[src/rtl/mips32_prog_loader.sv]
// Boot-time program/data loader for the mips32 core.
// Consumes a header/payload word stream over valid/ready, writes instruction
// and data memory images through one write port, then hands the core its
// initial PC and raises cpu_run.
// Optional build macro: MIPS32_LOADER_CHECKSUM_EN adds a per-section XOR
// checksum word (state CHK) and the ERR/load_err path.
module mips32_prog_loader #(
   parameter int ADDR_W = 10,   // memory word-address width (must be <= 16)
   parameter int CNT_W  = 14    // section word-count width (must be <= 14)
) (
   input  logic              clkP,
   input  logic              rstN,
   input  logic              in_valid,
   input  logic [31:0]       in_data,
   output logic              in_ready,
   output logic              mem_we,
   output logic              mem_sel,
   output logic [ADDR_W-1:0] mem_addr,
   output logic [31:0]       mem_wdata,
   output logic [31:0]       cpu_pc_init,
   output logic              cpu_run,
   output logic              load_err,
   output logic [15:0]       words_loaded
);

   typedef enum logic [2:0] {
      S_HDR  = 3'd0,
      S_DATA = 3'd1,
      S_CHK  = 3'd2,
      S_DONE = 3'd3,
      S_ERR  = 3'd4
   } state_t;

   state_t              r_state;
   state_t              w_state_next;
   logic                w_acc;
   logic                w_hdr_end;
   logic                w_hdr_sel;
   logic [CNT_W-1:0]    w_hdr_cnt;
   logic [15:0]         w_hdr_base;

   logic                r_sel;
   logic [ADDR_W-1:0]   r_addr;
   logic [CNT_W-1:0]    r_remaining;
   logic [15:0]         r_words;
   logic                r_mem_we;
   logic                r_mem_sel;
   logic [ADDR_W-1:0]   r_mem_addr;
   logic [31:0]         r_mem_wdata;
   logic [31:0]         r_pc_init;

   // Header field decode; only meaningful while in S_HDR
   assign w_hdr_end  = in_data[31];
   assign w_hdr_sel  = in_data[30];
   assign w_hdr_cnt  = in_data[16 +: CNT_W];
   assign w_hdr_base = in_data[15:0];
   assign w_acc      = in_valid && in_ready;

`ifdef MIPS32_LOADER_CHECKSUM_EN
   logic [31:0] r_xor;

   // XOR of the current section's payload; cleared by every accepted header
   always_ff @(posedge clkP or negedge rstN) begin
      if (!rstN) begin
         r_xor <= 32'd0;
      end else if (w_acc && r_state == S_HDR) begin
         r_xor <= 32'd0;
      end else if (w_acc && r_state == S_DATA) begin
         r_xor <= r_xor ^ in_data;
      end
   end
`endif

   // State register
   always_ff @(posedge clkP or negedge rstN) begin
      if (!rstN) begin
         r_state <= S_HDR;
      end else begin
         r_state <= w_state_next;
      end
   end

   // Next-state logic
   always_comb begin
      w_state_next = r_state;
      case (r_state)
         S_HDR: begin
            if (w_acc) begin
               if (w_hdr_end) begin
                  w_state_next = S_DONE;
               end else if (w_hdr_cnt != '0) begin
                  w_state_next = S_DATA;
               end
            end
         end
         S_DATA: begin
            if (w_acc && r_remaining == CNT_W'(1)) begin
`ifdef MIPS32_LOADER_CHECKSUM_EN
               w_state_next = S_CHK;
`else
               w_state_next = S_HDR;
`endif
            end
         end
         S_CHK: begin
`ifdef MIPS32_LOADER_CHECKSUM_EN
            if (w_acc) begin
               w_state_next = (in_data == r_xor) ? S_HDR : S_ERR;
            end
`else
            w_state_next = S_HDR;
`endif
         end
         default: begin
            // DONE and ERR are terminal until reset
            w_state_next = r_state;
         end
      endcase
   end

   // State-decoded outputs
   always_comb begin
      in_ready = (r_state == S_HDR) || (r_state == S_DATA) || (r_state == S_CHK);
      cpu_run  = (r_state == S_DONE);
`ifdef MIPS32_LOADER_CHECKSUM_EN
      load_err = (r_state == S_ERR);
`else
      load_err = 1'b0;
`endif
   end

   // Section context, write port registers, PC latch and payload counter
   always_ff @(posedge clkP or negedge rstN) begin
      if (!rstN) begin
         r_sel       <= 1'b0;
         r_addr      <= '0;
         r_remaining <= '0;
         r_words     <= 16'd0;
         r_mem_we    <= 1'b0;
         r_mem_sel   <= 1'b0;
         r_mem_addr  <= '0;
         r_mem_wdata <= 32'd0;
         r_pc_init   <= 32'd0;
      end else begin
         r_mem_we <= 1'b0;
         if (w_acc && r_state == S_HDR) begin
            if (w_hdr_end) begin
               r_pc_init <= {16'd0, w_hdr_base};
            end else begin
               r_sel       <= w_hdr_sel;
               r_addr      <= w_hdr_base[ADDR_W-1:0];
               r_remaining <= w_hdr_cnt;
            end
         end else if (w_acc && r_state == S_DATA) begin
            r_mem_we    <= 1'b1;
            r_mem_sel   <= r_sel;
            r_mem_addr  <= r_addr;
            r_mem_wdata <= in_data;
            r_addr      <= r_addr + ADDR_W'(1);   // wraps modulo 2^ADDR_W
            r_remaining <= r_remaining - CNT_W'(1);
            if (r_words != 16'hFFFF) begin
               r_words <= r_words + 16'd1;
            end
         end
      end
   end

   assign mem_we       = r_mem_we;
   assign mem_sel      = r_mem_sel;
   assign mem_addr     = r_mem_addr;
   assign mem_wdata    = r_mem_wdata;
   assign cpu_pc_init  = r_pc_init;
   assign words_loaded = r_words;

endmodule
[config.mk]
export PLATFORM = sky130hd
export DESIGN_NAME = mips32_prog_loader
export DESIGN_NICKNAME = d
export VERILOG_FILES = /design/src/rtl/mips32_prog_loader.sv
export SDC_FILE = /design/constraint.sdc
export NUM_CORES = 1
export LEC_CHECK = 0
export CAP_MARGIN = 20
export CORE_MARGIN = 10
export CORE_UTILIZATION = 35
export DETAILED_ROUTE_END_ITERATION = 16
export GPL_ROUTABILITY_DRIVEN = 0
export PLACE_DENSITY = 0.73
export SKIP_LAST_GASP = 1
export SLEW_MARGIN = 20
export SYNTH_ARGS = -nofsm -noshare
export SYNTH_HDL_FRONTEND = slang
export SYNTH_SLANG_ARGS = --single-unit
[constraint.sdc]
create_clock -name clkP -period 2.1 [get_ports clkP]
set_input_delay 0.315 -clock clkP [delete_from_list [all_inputs] [get_ports clkP]]
set_output_delay 0.315 -clock clkP [all_outputs]
set_load 0.01 [all_outputs]
# ---- Word-level counts from Yosys, hierarchy flattened
# Index checks and enable logic that the tools add are counted.
dict set report op_classes {
  addsub 3
  mul 0
  div_mod_pow 0
  magnitude_cmp 0
  n_eq_ne 9
  n_shift 0
  n_mux 13
  bitwise_logic 2
  reduce_logical 16
}
# cell n
set ops {}
lappend ops {{14-bit 2-to-1 mux} 3}
lappend ops {{10-bit 2-to-1 mux} 3}
lappend ops {{16-bit by 1-bit adder with 16-bit output (second input constant)} 1}
lappend ops {{16-bit != test (second input constant)} 1}
lappend ops {{14-bit by 1-bit == test with 1-bit output (second input constant)} 1}
lappend ops {{14-bit nonzero test} 1}
lappend ops {{14-bit by 1-bit subtractor with 14-bit output (second input constant)} 1}
lappend ops {{3-bit 2-to-1 mux} 4}
lappend ops {{10-bit by 1-bit adder with 10-bit output (second input constant)} 1}
lappend ops {{3-bit one-hot mux with 3 select lines} 1}
lappend ops {{2-bit AND reduction} 4}
lappend ops {{3-bit by 2-bit == test with 1-bit output (second input constant)} 2}
lappend ops {{2-bit != test (second input constant)} 3}
lappend ops {{1-bit logical AND} 4}
lappend ops {{4-bit AND reduction} 1}
lappend ops {{3-bit by 1-bit == test with 1-bit output (second input constant)} 1}
lappend ops {{3-bit zero test} 1}
lappend ops {{3-bit != test (second input constant)} 1}
lappend ops {{3-bit AND reduction} 1}
lappend ops {{3-bit nonzero test} 1}
lappend ops {{1-bit logical OR} 2}
lappend ops {{1-bit 2-to-1 mux} 2}
lappend ops {{1-bit NOT} 2}
lappend ops {{2-bit nonzero test} 1}
dict set report word_totals {
  regBits 104
  latch_bits 0
  mem_bits_rw 0
  romBits 0
  input_bits 35
  output_inout_bits 95
  mem_count 0
}

# ---- Logic depth before layout (Yosys ltp)
dict set report depth {
  ltp_word 7
  mapped_depth 9
  depth_no_buf 7
}

# ---- Worst setup path before layout
# OpenSTA, ideal clock, no wires.
dict set report synth_timing {
  path_kind {flip-flop to flip-flop}
  start {reg r_state[0]}
  end {reg r_pc_init[10] (netlist: cpu_pc_init[10])}
  t_arrival_ns 1.809
  t_required_ns 1.975
  slack_ns 0.166
  stages_incl_launch_ff 9
  n_path_buf 3
  period_less_slack_ns 1.934
  cell_sequence {dfrtp_1 > inv_1 > ha_1 > buf_2 > and3b_1 > buf_2 > nand2_1 > buf_2 > mux2_2}
}
dict set report synth_between {
  elab_chain_len 6
  elab_cells_between_ends 8
  classes_between {2 x eq/ne; 6 x reduce/logical}
}
# element line
set synth_rtl {}
lappend synth_rtl {{start, declared} 34} ;# state_t r_state;
lappend synth_rtl {{start signal, assigned} 79} ;# r_state <= w_state_next;
lappend synth_rtl {{3-bit by 1-bit == test with 1-bit output / 3-bit zero test (equally long branches)} {123, 146}}
lappend synth_rtl {{1-bit logical OR (2 in a row)} 123} ;# in_ready = (r_state == S_HDR) || (r_state == S_DATA) || (r_state == S_CHK);
lappend synth_rtl {{1-bit logical AND} 57} ;# assign w_acc = in_valid && in_ready;
lappend synth_rtl {{1-bit logical AND *} 146} ;# if (w_acc && r_state == S_HDR) begin
lappend synth_rtl {{2-bit AND reduction (no line) *} --}
lappend synth_rtl {{end signal, assigned} 148} ;# r_pc_init <= {16'd0, w_hdr_base};
lappend synth_rtl {{end, declared} 50} ;# logic [31:0] r_pc_init;
# Every way passes the cells marked *; elsewhere a longest branch is shown, timed or not.
# A chain may end at the register's enable or synchronous reset.

# ---- Worst setup path after layout
dict set report layout_timing {
  start {reg r_remaining[1]}
  end {reg r_remaining[12]}
}
dict set report layout_between {
  elab_chain_len 3
}
# element line
set layout_rtl {}
lappend layout_rtl {{start, declared} 44} ;# logic [CNT_W-1:0] r_remaining;
lappend layout_rtl {{start signal, assigned} 152} ;# r_remaining <= w_hdr_cnt;
lappend layout_rtl {{start signal, assigned} 160} ;# r_remaining <= r_remaining - CNT_W'(1);
lappend layout_rtl {{14-bit by 1-bit subtractor with 14-bit output} 160}
lappend layout_rtl {{14-bit 2-to-1 mux} 154} ;# end else if (w_acc && r_state == S_DATA) begin
lappend layout_rtl {{14-bit 2-to-1 mux} 146}
# Every way passes these cells. The select of a mux whose other input is x is not followed.

==> impl_results.md <==
- Outcome: finished, final reports clean
- Core area: 0.0139 sq mm
- Die width: 139 um
- DR pass1 iterations: 5
- Crit-path max FO: 6
- Post-DP Area: roughly 0.0063 sq mm
- Multiplexer share of the synthesized area: between 4 and 5%
- Multi-input logic area: 0.00217 sq mm
- # fillers: 1,291
- Height of the chip: about 140 um
- Sequential fraction of the synthesis area: about half
- Synthesized instance count: roughly 520
- Worst-Margin Slew: 0.550 ns
- Pwr dens: between 1000 and 1500 mW/mm^2
- Synth Area in Compound Gates: 11.8%
- Area of the mapped netlist: 0.00496 sq mm
- Period utilization: just over 90%
- Startpoint class of the critical path: register
- PnR worst setup slack: 0.136 ns
- Post-Synth Adder-Cell Area: 1.77%
- Setup_tns: 0 ns
- Critical Path End Type: register
- Slew Viols, Final: 0
- Die ar.: 0.0193 sq mm
- Initial core utilization: 35.7%
- CTS H-tree lvls: 3
- Relative slew slack: 63.3%
- Synth Area in Simple Gates: 22.1%
- Largest family of logic cells by synthesized area: simple AND/OR/NAND/NOR gates
- Syn_area_per_cell: 9.48 sq um
- Arrival @ worst endpoint: roughly 2.2 ns
- Finished Layout Cells: 822
- Final core utilization: 48.1%
- Clock root buffer: clkbuf_16
- Vias in the first global route: ~4,300
- Per-cell routed wire length: 17.1 um
- Finished Cell Area: roughly 0.0067 sq mm
- Maxcap violations: 0
- Diode count: 0
- Worst EP required: ~2.3 ns
- CTS Sinks: 103
- Clock Path Buffers: 2
- DRT antenna net count: 0
- Final Hold Vio Count: 0
- Total Wirelength: approximately 14 mm
- Post-synth EDFFs: 0
- Post-DP HPWL: 10.1 mm
- Clock latency on the worst-skew pair: 0.34 ns
- Routed vias/inst: 5.17
- GRT overflow: 0
- I/O Pins: 130
- Layout cell share with drive strength beyond 1: 10.4%
- # rows: 43
- DRC Markers: 0
- Area grow syn2layout: 34.5%
- Final setup fails: 0
- Leak: 0.00297 uW
- Placed instance count: slightly above 800
- Commonest non-fill, non-tap cells in the layout: nand2_1 (147), clkdlybuf4s50_1 (111), dfrtp_1 (103)
- Initial DRC count: 372
- Largest net degree at the start of global routing: around 100
- Synth Flop Type: dfrtp_1
- Clk pin slew, worst setup/hold paths: 0.07 ns
- Max Clock Skew: roughly 0.0074 ns
- Commonest non-fill, non-tap cell in the layout: nand2_1
- Achievable frequency: 509 MHz
- Unique masters post-synth: 60
- CTS tree: yes
- Antenna violations before repair: 0
- Min cycle time layout: approximately 2.0 ns
- CTS Buf Count: 9
- Post-Synth XOR/XNOR Area: 1.94%
- Port Buf Inserts: 112
- Worst IR Drop VDD: around 550 uV
- Hold Path Class: in -> async
- Crit Path Class: reg -> reg
- Asr flop ratio synth: 100%
- Yosys warning count: 0
- Vias: 4,248
- Global-route wire length before repair: 22.8 mm
- Post-synthesis sequential element count: 103
- Total GRT Usage: roughly 14%
- Register area: 0.00258 sq mm
- Final net count: slightly below 700
- Hold buffer count at CTS: 0
- Dpl ws: 0.0656 ns
synth_stat cells, types with 9 or more instances:
cell type  number  area share, %
mux2_2         18            4.1
nor2_1         17            1.3
a2bb2oi_1       9            1.6
dfrtp_1       103             52
buf_4          17            2.6
clkbuf_1       18            1.4
nand2_1       147             11
inv_1           9           0.68
a21oi_1        22            2.2
o21ai_0        22            2.2
xnor2_1        11            1.9
nand3_1        17            1.7
worst paths after layout:
| path | to | slack (ns) | cells past startpoint | start |
|---|---|---|---|---|
| worst min register to register | mem_sel$_DFFE_PN0P_ | 0.46 | 2 | r_sel$_DFFE_PN0P_ |
| worst max-delay path | r_remaining[12]$_DFFE_PN0P_ | 0.14 | 6 | r_remaining[1]$_DFFE_PN0P_ |
| min in group clkP | mem_sel$_DFFE_PN0P_ | 0.46 | 2 | r_sel$_DFFE_PN0P_ |
| max in group asynchronous | mem_addr[1]$_DFFE_PN0P_ | 1.66 | 2 | rstN |
| worst max register to register | r_remaining[12]$_DFFE_PN0P_ | 0.14 | 6 | r_remaining[1]$_DFFE_PN0P_ |
| worst min-delay path | cpu_pc_init[10]$_DFFE_PN0P_ | 0.04 | 2 | rstN |
kinds of logic (layout without fill, tap and decap cells):
group,Yosys count,after routing
fa+ha+maj,7,7
mux,20,20
flops,103,103
other cells,1,17
compound gates,89,89
simple gates,235,235
xor+xnor,11,11
buf+inv,57,160
sequential cells by signal (all words and copies together), names as in the netlist:
| register | cells |
|---|---|
| mem_addr | 10 |
| r_addr | 10 |
| r_state | 2 |
| r_sel | 1 |
| cpu_pc_init | 16 |
| words_loaded | 16 |
| mem_sel | 1 |
| mem_wdata | 32 |
| mem_we | 1 |
| r_remaining | 14 |
worst max-delay path, stage by stage, from the launching register on:
cell     delay [ns]
dfrtp_1        0.40
inv_1          0.10
ha_1           0.17
or4b_1         0.60
nor4_2         0.32
a31o_2         0.20
a21oi_1        0.06
where the power goes:
group	leakage (uW)	switching (uW)	internal [uW]
clock network	0.000156	700	1020
logic	0.00154	1980	2130
registers	0.00127	671	2810
cell type report:
cell class                      count  share of cell area (%)
Inverter                            9                   0.506
Clock inverter                      3                   0.600
Sequential cell                   103                    38.6
Timing Repair Buffer              135                    20.3
Multi-Input combinational cell    379                    32.5
Clock buffer                       13                    4.05
Tap cell                          180                    3.38
what timing repair did:
item	4_1_cts	5_1_grt
endpoints found under the setup margin	0	4
buffers inserted	0	0
gates resized for setup	0	3
metrics by stage:
| stage | hold WS, ns | power [uW] |
|---|---|---|
| after global placement | 0.429 | 7460 |
| after CTS | 0.0627 | 9410 |
| final | 0.0397 | 9310 |
| after detailed placement | 0.434 | 7640 |
| after floorplan | 0.0194 | 5550 |
| after global routing | 0.0817 | 9990 |
routing by layer:
| layer | routed length (um) | vias up | global-route usage, % |
|---|---|---|---|
| li1 | - | 2007 | - |
| met1 | 5950 | 2084 | 17.1 |
| met2 | 6890 | 142 | 23.8 |
| met3 | 1010 | 15 | 4.79 |
| met4 | 199 | 0 | 3.95 |
| met5 | 0 | - | 0 |
Note: power is estimated with default switching activity, not from simulation.
